**config.mk**
```make
export PLATFORM = sky130hd
export DESIGN_NAME = rf_dump_ctrl_flat
export DESIGN_NICKNAME = d
export VERILOG_FILES = /design/src/rtl/rf_pkg.sv /design/src/rtl/rf_dump_ctrl_if.sv /design/src/rtl/rf_dump_ctrl.sv /design/src/flat_wrapper.sv
export SDC_FILE = /design/constraint.sdc
export NUM_CORES = 1
export LEC_CHECK = 0
export BUFFER_PORTS_ARGS = -buffer_cell sky130_fd_sc_hd__buf_2
export CAP_MARGIN = 40
export CORE_UTILIZATION = 34
export DETAILED_ROUTE_END_ITERATION = 7
export HOLD_SLACK_MARGIN = 0.02
export PLACE_DENSITY_LB_ADDON = 0.2
export SETUP_SLACK_MARGIN = 0.2
export SYNTH_ARGS = -nofsm -noshare
export SYNTH_HDL_FRONTEND = slang
export SYNTH_SLANG_ARGS = --single-unit
```
**constraint.sdc**
```tcl
create_clock -name clk -period 3.31 [get_ports clk]
set_clock_uncertainty 0.1 [all_clocks]
set_input_delay 0.1655 -clock clk [delete_from_list [all_inputs] [get_ports clk]]
set_output_delay 0.1655 -clock clk [all_outputs]
set_load 0.005 [all_outputs]
```
**src/rtl/rf_pkg.sv**
```systemverilog
// Shared register-file constants and the dump sequencer state encoding.
package rf_pkg;

  localparam int RF_ADDR_W   = 5;
  localparam int RF_DATA_W   = 32;
  localparam int RF_NUM_REGS = 32;

  typedef enum logic [2:0] {
    IDLE  = 3'd0,
    READ  = 3'd1,
    SEND0 = 3'd2,
    SEND1 = 3'd3,
    DONE  = 3'd4
  } rf_dump_state_t;

endpackage

```
**src/rtl/rf_dump_ctrl_if.sv**
```systemverilog
// Register dump stream: one (address, data) pair per beat.
// Valid/ready: a beat transfers on a rising edge where OutValid && OutReady; once
// OutValid rises it stays high with OutAddr/OutData frozen until that transfer.
interface rf_dump_ctrl_if #(
    parameter int ADDR_W = 5,
    parameter int DATA_W = 32
);
    logic              OutValid;
    logic              OutReady;
    logic [ADDR_W-1:0] OutAddr;
    logic [DATA_W-1:0] OutData;

    modport master (
        output OutValid,
        output OutAddr,
        output OutData,
        input  OutReady
    );

    modport slave (
        input  OutValid,
        input  OutAddr,
        input  OutData,
        output OutReady
    );
endinterface

```
**src/rtl/rf_dump_ctrl.sv**
```systemverilog
// Register-file read sequencer: reads registers in even/odd pairs and streams them out.
// Optional macro RF_DUMP_SKIP_ZERO_EN suppresses the beat for hardwired register 0.
module rf_dump_ctrl
    import rf_pkg::*;
#(
    parameter int NUM_REGS = RF_NUM_REGS,
    parameter int ADDR_W   = RF_ADDR_W,
    parameter int DATA_W   = RF_DATA_W
) (
    input  logic                clk,
    input  logic                rst_n,
    input  logic                Start,
    output logic [ADDR_W-1:0]   ReadAddress1,
    output logic [ADDR_W-1:0]   ReadAddress2,
    input  logic [DATA_W-1:0]   ReadData1,
    input  logic [DATA_W-1:0]   ReadData2,
    rf_dump_ctrl_if.master      outIf,
    output logic                Busy,
    output logic                Done,
    output rf_dump_state_t      DbgState
);

`ifdef RF_DUMP_SKIP_ZERO_EN
    localparam bit SkipZero = 1'b1;
`else
    localparam bit SkipZero = 1'b0;
`endif

    localparam logic [ADDR_W-1:0] LastAddr = ADDR_W'(NUM_REGS - 1);

    rf_dump_state_t    state;
    logic [ADDR_W-2:0] pairIdx;
    logic [ADDR_W-2:0] nextPair;
    logic [DATA_W-1:0] hold0;
    logic [DATA_W-1:0] hold1;
    logic [ADDR_W-1:0] evenAddr;
    logic [ADDR_W-1:0] oddAddr;
    logic              handshake;

    assign evenAddr  = {pairIdx, 1'b0};
    assign oddAddr   = {pairIdx, 1'b1};
    assign nextPair  = pairIdx + 1'b1;
    assign handshake = outIf.OutValid && outIf.OutReady;
    assign DbgState  = state;

    // Data comes straight from the holding registers, so a stalled beat cannot change
    // even if the register file is written behind it.
    always_comb begin
        outIf.OutData = '0;
        if (outIf.OutValid) begin
            outIf.OutData = (state == SEND1) ? hold1 : hold0;
        end
    end

    always_ff @(posedge clk or negedge rst_n) begin
        if (!rst_n) begin
            state          <= IDLE;
            pairIdx        <= '0;
            hold0          <= '0;
            hold1          <= '0;
            ReadAddress1   <= '0;
            ReadAddress2   <= '0;
            outIf.OutValid <= 1'b0;
            outIf.OutAddr  <= '0;
            Busy           <= 1'b0;
            Done           <= 1'b0;
        end else begin
            case (state)
                IDLE: begin
                    if (Start) begin
                        state        <= READ;
                        pairIdx      <= '0;
                        ReadAddress1 <= '0;
                        ReadAddress2 <= ADDR_W'(1);
                        Busy         <= 1'b1;
                    end
                end
                READ: begin
                    hold0          <= ReadData1;
                    hold1          <= ReadData2;
                    outIf.OutValid <= 1'b1;
                    if (SkipZero && (pairIdx == '0)) begin
                        state         <= SEND1;
                        outIf.OutAddr <= oddAddr;
                    end else begin
                        state         <= SEND0;
                        outIf.OutAddr <= evenAddr;
                    end
                end
                SEND0: begin
                    if (handshake) begin
                        state         <= SEND1;
                        outIf.OutAddr <= oddAddr;
                    end
                end
                SEND1: begin
                    if (handshake) begin
                        outIf.OutValid <= 1'b0;
                        // Terminate on the address compare; the pair counter never wraps.
                        if (oddAddr == LastAddr) begin
                            state        <= DONE;
                            Busy         <= 1'b0;
                            Done         <= 1'b1;
                            ReadAddress1 <= '0;
                            ReadAddress2 <= '0;
                        end else begin
                            state        <= READ;
                            pairIdx      <= nextPair;
                            ReadAddress1 <= {nextPair, 1'b0};
                            ReadAddress2 <= {nextPair, 1'b1};
                        end
                    end
                end
                DONE: begin
                    Done  <= 1'b0;
                    state <= IDLE;
                end
                default: begin
                    state <= IDLE;
                end
            endcase
        end
    end

endmodule

```
**src/flat_wrapper.sv**
```systemverilog
// flat-port wrapper written by rule: the top's interface ports become plain ports
module rf_dump_ctrl_flat import rf_pkg::*;
#(
    parameter int NUM_REGS = RF_NUM_REGS,
    parameter int ADDR_W   = RF_ADDR_W,
    parameter int DATA_W   = RF_DATA_W
)
  (clk, rst_n, Start, ReadAddress1, ReadAddress2, ReadData1, ReadData2, Busy, Done, DbgState, outIf_OutValid, outIf_OutAddr, outIf_OutData, outIf_OutReady);
  rf_dump_ctrl_if #(.ADDR_W(ADDR_W), .DATA_W(DATA_W)) outIf_i ();
  input  logic clk;
  input  logic rst_n;
  input  logic Start;
  output logic [ADDR_W-1:0] ReadAddress1;
  output logic [ADDR_W-1:0] ReadAddress2;
  input  logic [DATA_W-1:0] ReadData1;
  input  logic [DATA_W-1:0] ReadData2;
  output logic Busy;
  output logic Done;
  output rf_dump_state_t DbgState;
  output wire logic [$bits(outIf_i.OutValid)-1:0] outIf_OutValid;
  output wire logic [$bits(outIf_i.OutAddr)-1:0] outIf_OutAddr;
  output wire logic [$bits(outIf_i.OutData)-1:0] outIf_OutData;
  input wire logic [$bits(outIf_i.OutReady)-1:0] outIf_OutReady;
  assign outIf_OutValid = outIf_i.OutValid;
  assign outIf_OutAddr = outIf_i.OutAddr;
  assign outIf_OutData = outIf_i.OutData;
  assign outIf_i.OutReady = outIf_OutReady;
  rf_dump_ctrl #(.NUM_REGS(NUM_REGS), .ADDR_W(ADDR_W), .DATA_W(DATA_W)) u_core (.clk(clk), .rst_n(rst_n), .Start(Start), .ReadAddress1(ReadAddress1), .ReadAddress2(ReadAddress2), .ReadData1(ReadData1), .ReadData2(ReadData2), .outIf(outIf_i), .Busy(Busy), .Done(Done), .DbgState(DbgState));
endmodule
```
Yosys cells after proc, flatten, opt, wreduce, memory -nomap -nowiden
Cells that the tools add are included.
- add/sub/neg operators: 1
- equal/unequal tests: 10
- mux-type cells: 30
- reductions and logical operators: 13
- operators by type and width (cell ; count):
    $mux W32 ; 2
    $mux W5 ; 7
    $pmux W5 S2 ; 3
    $mux W3 ; 4
    $mux W4 ; 3
    $pmux W3 S4 ; 1
    $reduce_and A3 Y1 ; 3
    $pmux W4 S2 ; 1
    $reduce_and A4 Y1 ; 2
    $reduce_bool A2 Y1 ; 4
    $eq A3 B2 Y1 const B ; 2
    $mux W1 ; 6
    $ne A2 B2 Y1 const B ; 3
    $pmux W1 S2 ; 3
    $add A4 B1 Y4 const B ; 1
    $eq A4 B4 Y1 const B ; 1
    $ne A2 B1 Y1 const B ; 2
    $reduce_and A2 Y1 ; 2
    $eq A3 B1 Y1 const B ; 1
    $eq A3 B3 Y1 const B ; 1
    $logic_not A3 Y1 ; 1
    $logic_and A1 B1 Y1 ; 1
- bits in registers: 89
- bits of input ports: 68
- output and inout bits: 53
- word-level logic and storage cells: 64

Logic depth before layout (Yosys ltp)
- depth in word-level cells: 4
- mapped depth: 6
- gate-level depth less buffers: 5

Least setup slack after synthesis
No wires, ideal clock.
- path type: reg2reg
- start: register u_core.state[2] (netlist: u_core.DbgState[2])
- end: register u_core.hold0[0]
- setup time: 125 ps
- data arrival time: 1442 ps
- data required time: 3085 ps
- setup slack: 1642 ps
- stages on the path, launching flop included: 7
- path buffers: 3
- period minus slack after synthesis: 1668 ps
- cell sequence: dfrtp_1 buf_2 nor2b_4 and2b_1 buf_6 buf_6 mux2_4
- cells in the longest elaborated chain, start to end: 1
- RTL lines (what ; line ; source):
    from (decl) ; rf_dump_ctrl.sv:31 ; rf_dump_state_t state;
    from (signal assigned) ; rf_dump_ctrl.sv:57 ; state <= IDLE;
    from (signal assigned) ; rf_dump_ctrl.sv:71 ; state <= READ;
    from (signal assigned) ; rf_dump_ctrl.sv:83 ; state <= SEND1;
    $eq A3 B1 Y1 ; rf_dump_ctrl.sv:68 ; case (state)
    to (signal assigned) ; rf_dump_ctrl.sv:79 ; hold0 <= ReadData1;
    to (decl) ; rf_dump_ctrl.sv:34 ; logic [DATA_W-1:0] hold0;
No other way between the ends.
A chain may end at the register's enable or synchronous reset.

Worst setup path after layout
- start: register u_core.state[2] (netlist: u_core.DbgState[2])
- end: output port outIf_OutData[11]
- cells in the longest elaborated chain, start to end: 3
- RTL lines (what ; line ; source):
    $eq A3 B2 Y1 ; rf_dump_ctrl.sv:51 ; outIf.OutData = (state == SEND1) ? hold1 : hold0;
    $mux W32 ; rf_dump_ctrl.sv:51 ;
    $mux W32 ; rf_dump_ctrl.sv:50 ; if (outIf.OutValid) begin
    to (decl) ; flat_wrapper.sv:22 ; output wire logic [$bits(outIf_i.OutData)-1:0] outIf_OutData;
No other way between the ends.

==> metrics.md <==
| Metric | Value |
|---|---|
| Warning count from the yosys run | `0` |
| Unrepaired setup endpoints after global routing | `false` |
| Total global routing track utilization | `17.21%` |
| Slew margin rel. | `49.99%` |
| Mux cell area share after synthesis | `23.57%` |
| Setup total negative slack | `0 ps` |
| Effective utilization at floorplan | `35.25%` |
| Final net count | `576` |
| TritonCTS clock tree | `yes` |
| Synthesis-to-layout area growth | `40.82%` |
| Slew Viols, Final | `0` |
| Net count of the mapped netlist | `~400` |
| Die height | `111.5 um` |
| Total wire length | `approximately 10000 um` |
| Leak | `2.845 nW` |
| Cell count after synthesis | `332` |
| Cell with the most instances on the worst path | `sky130_fd_sc_hd__nand2_1` |
| DPL Wire Length | `6057 um` |
| I/O Pins | `about 120` |
| Max clock buf depth | `2` |
| Via density per instance | `4.658` |
| Proportion of synthesized chip area in sequential cells | `about half` |
| Total setup violations reported at the end of the flow | `0` |
| Buffers added on ports | `approximately 120` |
| Combined buffer and inverter count along the critical path | `2` |
| Leading post-synthesis cells by instance count | `84 x sky130_fd_sc_hd__dfrtp_1, 71 x sky130_fd_sc_hd__nand2_1, 49 x sky130_fd_sc_hd__mux2_4` |
| Final core occ | `49.64%` |
| Complex-gate fraction of the synthesized area | `9.484%` |
| CTS H-tree depth | `3` |
| Syn Std Cell Area | `4076 um2` |
| Final design area excluding fillers | `5741 um2` |
| Most used standard cell by instance count after synthesis | `sky130_fd_sc_hd__dfrtp_1` |
| Mean routed wirelength per cell | `15.00 um` |
| Post-synth EDFFs | `0` |
| Total number of clock tree sinks | `84` |
| Final non-filler cell total | `655` |
| Yosys top cell area share | `51.57%` |
| Critical Path Source Type | `flip-flop` |
| Max Cap Viol | `0` |
| Combinational family with the most area after synthesis | `multiplexers` |
| Total cell area at the placement stage | `4743 um2` |
| Run status | `complete, but fails checks` |
| Cell types with the largest area share after synthesis | `sky130_fd_sc_hd__dfrtp_1 52%, sky130_fd_sc_hd__mux2_4 18%, sky130_fd_sc_hd__nand2_1 6.5%, sky130_fd_sc_hd__mux2_2 4.4%, sky130_fd_sc_hd__a21boi_1 3.5%` |
| Gr ovfl total | `0` |
| DR pass1 iterations | `8` |
| Flop and latch count out of synthesis | `84` |
| Clock buffers created by TritonCTS | `9` |
| Setup slack after placement | `1214 ps` |
| Cell at the root of the clock tree | `sky130_fd_sc_hd__clkbuf_16` |
| DRT iter0 DRCs | `174` |
| Data required time at the worst endpoint | `3040 ps` |
| Average cell area after synthesis | `12.28 um2` |
| Final clock period utilization by the worst path | `approximately 74%` |
| Synth Area in Simple Gates | `10.01%` |
| DRC violations left | `7` |
| Resized Gates After CTS | `0` |
| Source-to-sink clock delay at the later pin of the worst-skew pair | `340 ps` |
| Library cell contributing the largest single delay on the critical path | `sky130_fd_sc_hd__dfrtp_1` |
| Share of synthesized cell area in full adder, half adder and majority cells | `less than 1%` |
| Synth cell types | `40` |
| Endpoint type of the worst setup path | `primary output` |
| Main flop type after synthesis | `sky130_fd_sc_hd__dfrtp_1` |
| Row count | `39` |
| DR vias | `slightly above 3k` |
| Critical path cell sequence | `nor2b_4 -> nand2_1 -> buf_12 -> nand2_1 -> a21boi_1 -> buf_2` |
| Maximum clock frequency | `407.6 MHz` |
| Number of global-route vias before repair | `3236` |
| Share of cells above drive strength 1 | `41.02%` |
| Post-layout min period | `2454 ps` |
| Number of cells in the design after placement | `573` |
| Worst endpoint data arrival time | `2190 ps` |
| Initial antenna violation count | `0` |
| Std-Cell Core Area | `roughly 12000 um2` |
| Class of the tightest hold or removal check | `in -> reg` |
| Number of setup buffers added after CTS | `0` |
| Wire length of the first global-routing pass | `between 15000 and 20000 um` |
| Share of the synthesized netlist area taken by xor and xnor gates | `0.2149%` |
| Type of the worst setup path | `reg -> out` |
| DIE WIDTH | `111.5 um` |
| Slowest stage delay, CP | `590 ps` |
| Peak supply drop | `337.5 uV` |
| Violated checks | `DRC` |
| Power per cell area | `approximately 400 nW/um2` |
| Kind of cell adding the most delay to the critical path | `simple AND/OR/NAND/NOR gates` |
| Clock-pin transition on the worst setup and hold timing paths | `roughly 60 ps` |
| Slew at the pin with the worst max-slew slack | `748.3 ps` |
| Peak fanout along the critical path | `18` |
| Antenna Violating Nets Remaining | `0` |
| Final weighted congestion of routability-driven global placement | `0.7727` |
| Number of hold-slack violations in the final timing report | `0` |
| Final setup slack of the worst path | `856.5 ps` |
| Die area | `between 10000 and 15000 um2` |
| Count of inserted antenna diode cells | `0` |
| Share of async-settable or async-resettable flops after synthesis | `100.0%` |
| Cell taking the most area after synthesis | `sky130_fd_sc_hd__dfrtp_1` |
| Pin count of the biggest net entering global routing | `62` |
## layout by cell type (no fill, tap or decap), types with 2 or more instances in the layout
cell,n
sky130_fd_sc_hd__a21boi_0,13
sky130_fd_sc_hd__mux2_2,16
sky130_fd_sc_hd__nand2_1,71
sky130_fd_sc_hd__a31oi_1,2
sky130_fd_sc_hd__nor2_1,5
sky130_fd_sc_hd__a21o_1,8
sky130_fd_sc_hd__buf_12,2
sky130_fd_sc_hd__dfrtp_1,84
sky130_fd_sc_hd__dlygate4sd3_1,66
sky130_fd_sc_hd__clkbuf_8,3
sky130_fd_sc_hd__mux2_1,4
sky130_fd_sc_hd__buf_2,118
sky130_fd_sc_hd__nor3b_1,2
sky130_fd_sc_hd__a21boi_1,19
sky130_fd_sc_hd__o21ai_0,4
sky130_fd_sc_hd__mux2_4,49
sky130_fd_sc_hd__nor3_1,2
sky130_fd_sc_hd__nand3_1,2
sky130_fd_sc_hd__inv_1,3
sky130_fd_sc_hd__buf_4,5
sky130_fd_sc_hd__bufinv_16,2
sky130_fd_sc_hd__clkbuf_16,9
sky130_fd_sc_hd__clkinv_2,2
## worst paths after layout
kind	from	end	slack (ps)	cells past startpoint
worst max-delay path	u_core.DbgState[2]$_DFFE_PN0P_	outIf_OutData[11]	860	6
worst min-delay path	outIf_OutReady	u_core.outIf.OutValid$_DFFE_PN0P_	60	3
worst max register to register	u_core.DbgState[2]$_DFFE_PN0P_	u_core.pairIdx[2]$_DFFE_PN0P_	1330	5
worst min register to register	u_core.outIf.OutAddr[2]$_DFFE_PN0P_	u_core.outIf.OutAddr[2]$_DFFE_PN0P_	380	1
max in group asynchronous	rst_n	u_core.hold0[1]$_DFFE_PN0P_	2190	3
min in group asynchronous	rst_n	u_core.hold0[23]$_DFFE_PN0P_	80	2
## cell type report
class,count,area (um2)
clock inverter,4,70.07
multi-input combinational,218,1783
sequential,84,2102
clock buffer,12,266.5
fill,1074,5824
tap,143,178.9
timing repair buffer,191,1329
inverter,3,11.26
## metal layers
layer	vias up	track usage (%)	share of wire, %
met5	-	0	0
li1	1470	-	-
met1	1502	21.10	45
met4	0	5.315	0.94
met3	9	5.879	4.9
met2	70	28.58	49
## cells by family after synthesis
group	after synthesis
buffers and inverters	30
xor gates and xnor gates	1
other	1
DFF	84
and+or+nand+nor	93
muxes	69
adders and majority gates	1
AOI/OAI and AO/OA	53
## per-stage QoR
stage	hold slack [ps]	power, mW
final	56.09	2.295
after global routing	66.73	2.388
after CTS	34.71	2.338
after detailed placement	-105.9	1.139
after global placement	-107.5	1.137
after floorplan	-230.1	1.066
## power breakdown
part / switching [mW] / internal, mW / total (mW)
registers: 0.00145 / 1.03 / 1.03
clock network: 0.397 / 0.720 / 1.12
logic: 0.0620 / 0.0873 / 0.149
## flip-flops by register name (all words and copies together), names as in the netlist
name                   cells
u_core.Busy                1
u_core.DbgState            3
u_core.Done                1
u_core.ReadAddress1        1
u_core.ReadAddress2        4
u_core.hold0              32
u_core.hold1              32
u_core.outIf.OutAddr       5
u_core.outIf.OutValid      1
u_core.pairIdx             4
## tightest hold or removal path, cell delays in order
cell                      delay [ps]
sky130_fd_sc_hd__buf_2           130
sky130_fd_sc_hd__nand2_1          70
sky130_fd_sc_hd__a21o_1          100
## repair_timing
action | in CTS | in global routing
hold buffers | 66 | 0
setup endpoints to repair | 0 | 0
hold endpoints to repair | 149 | 0
No activity file was read; power rests on OpenSTA's default activity.
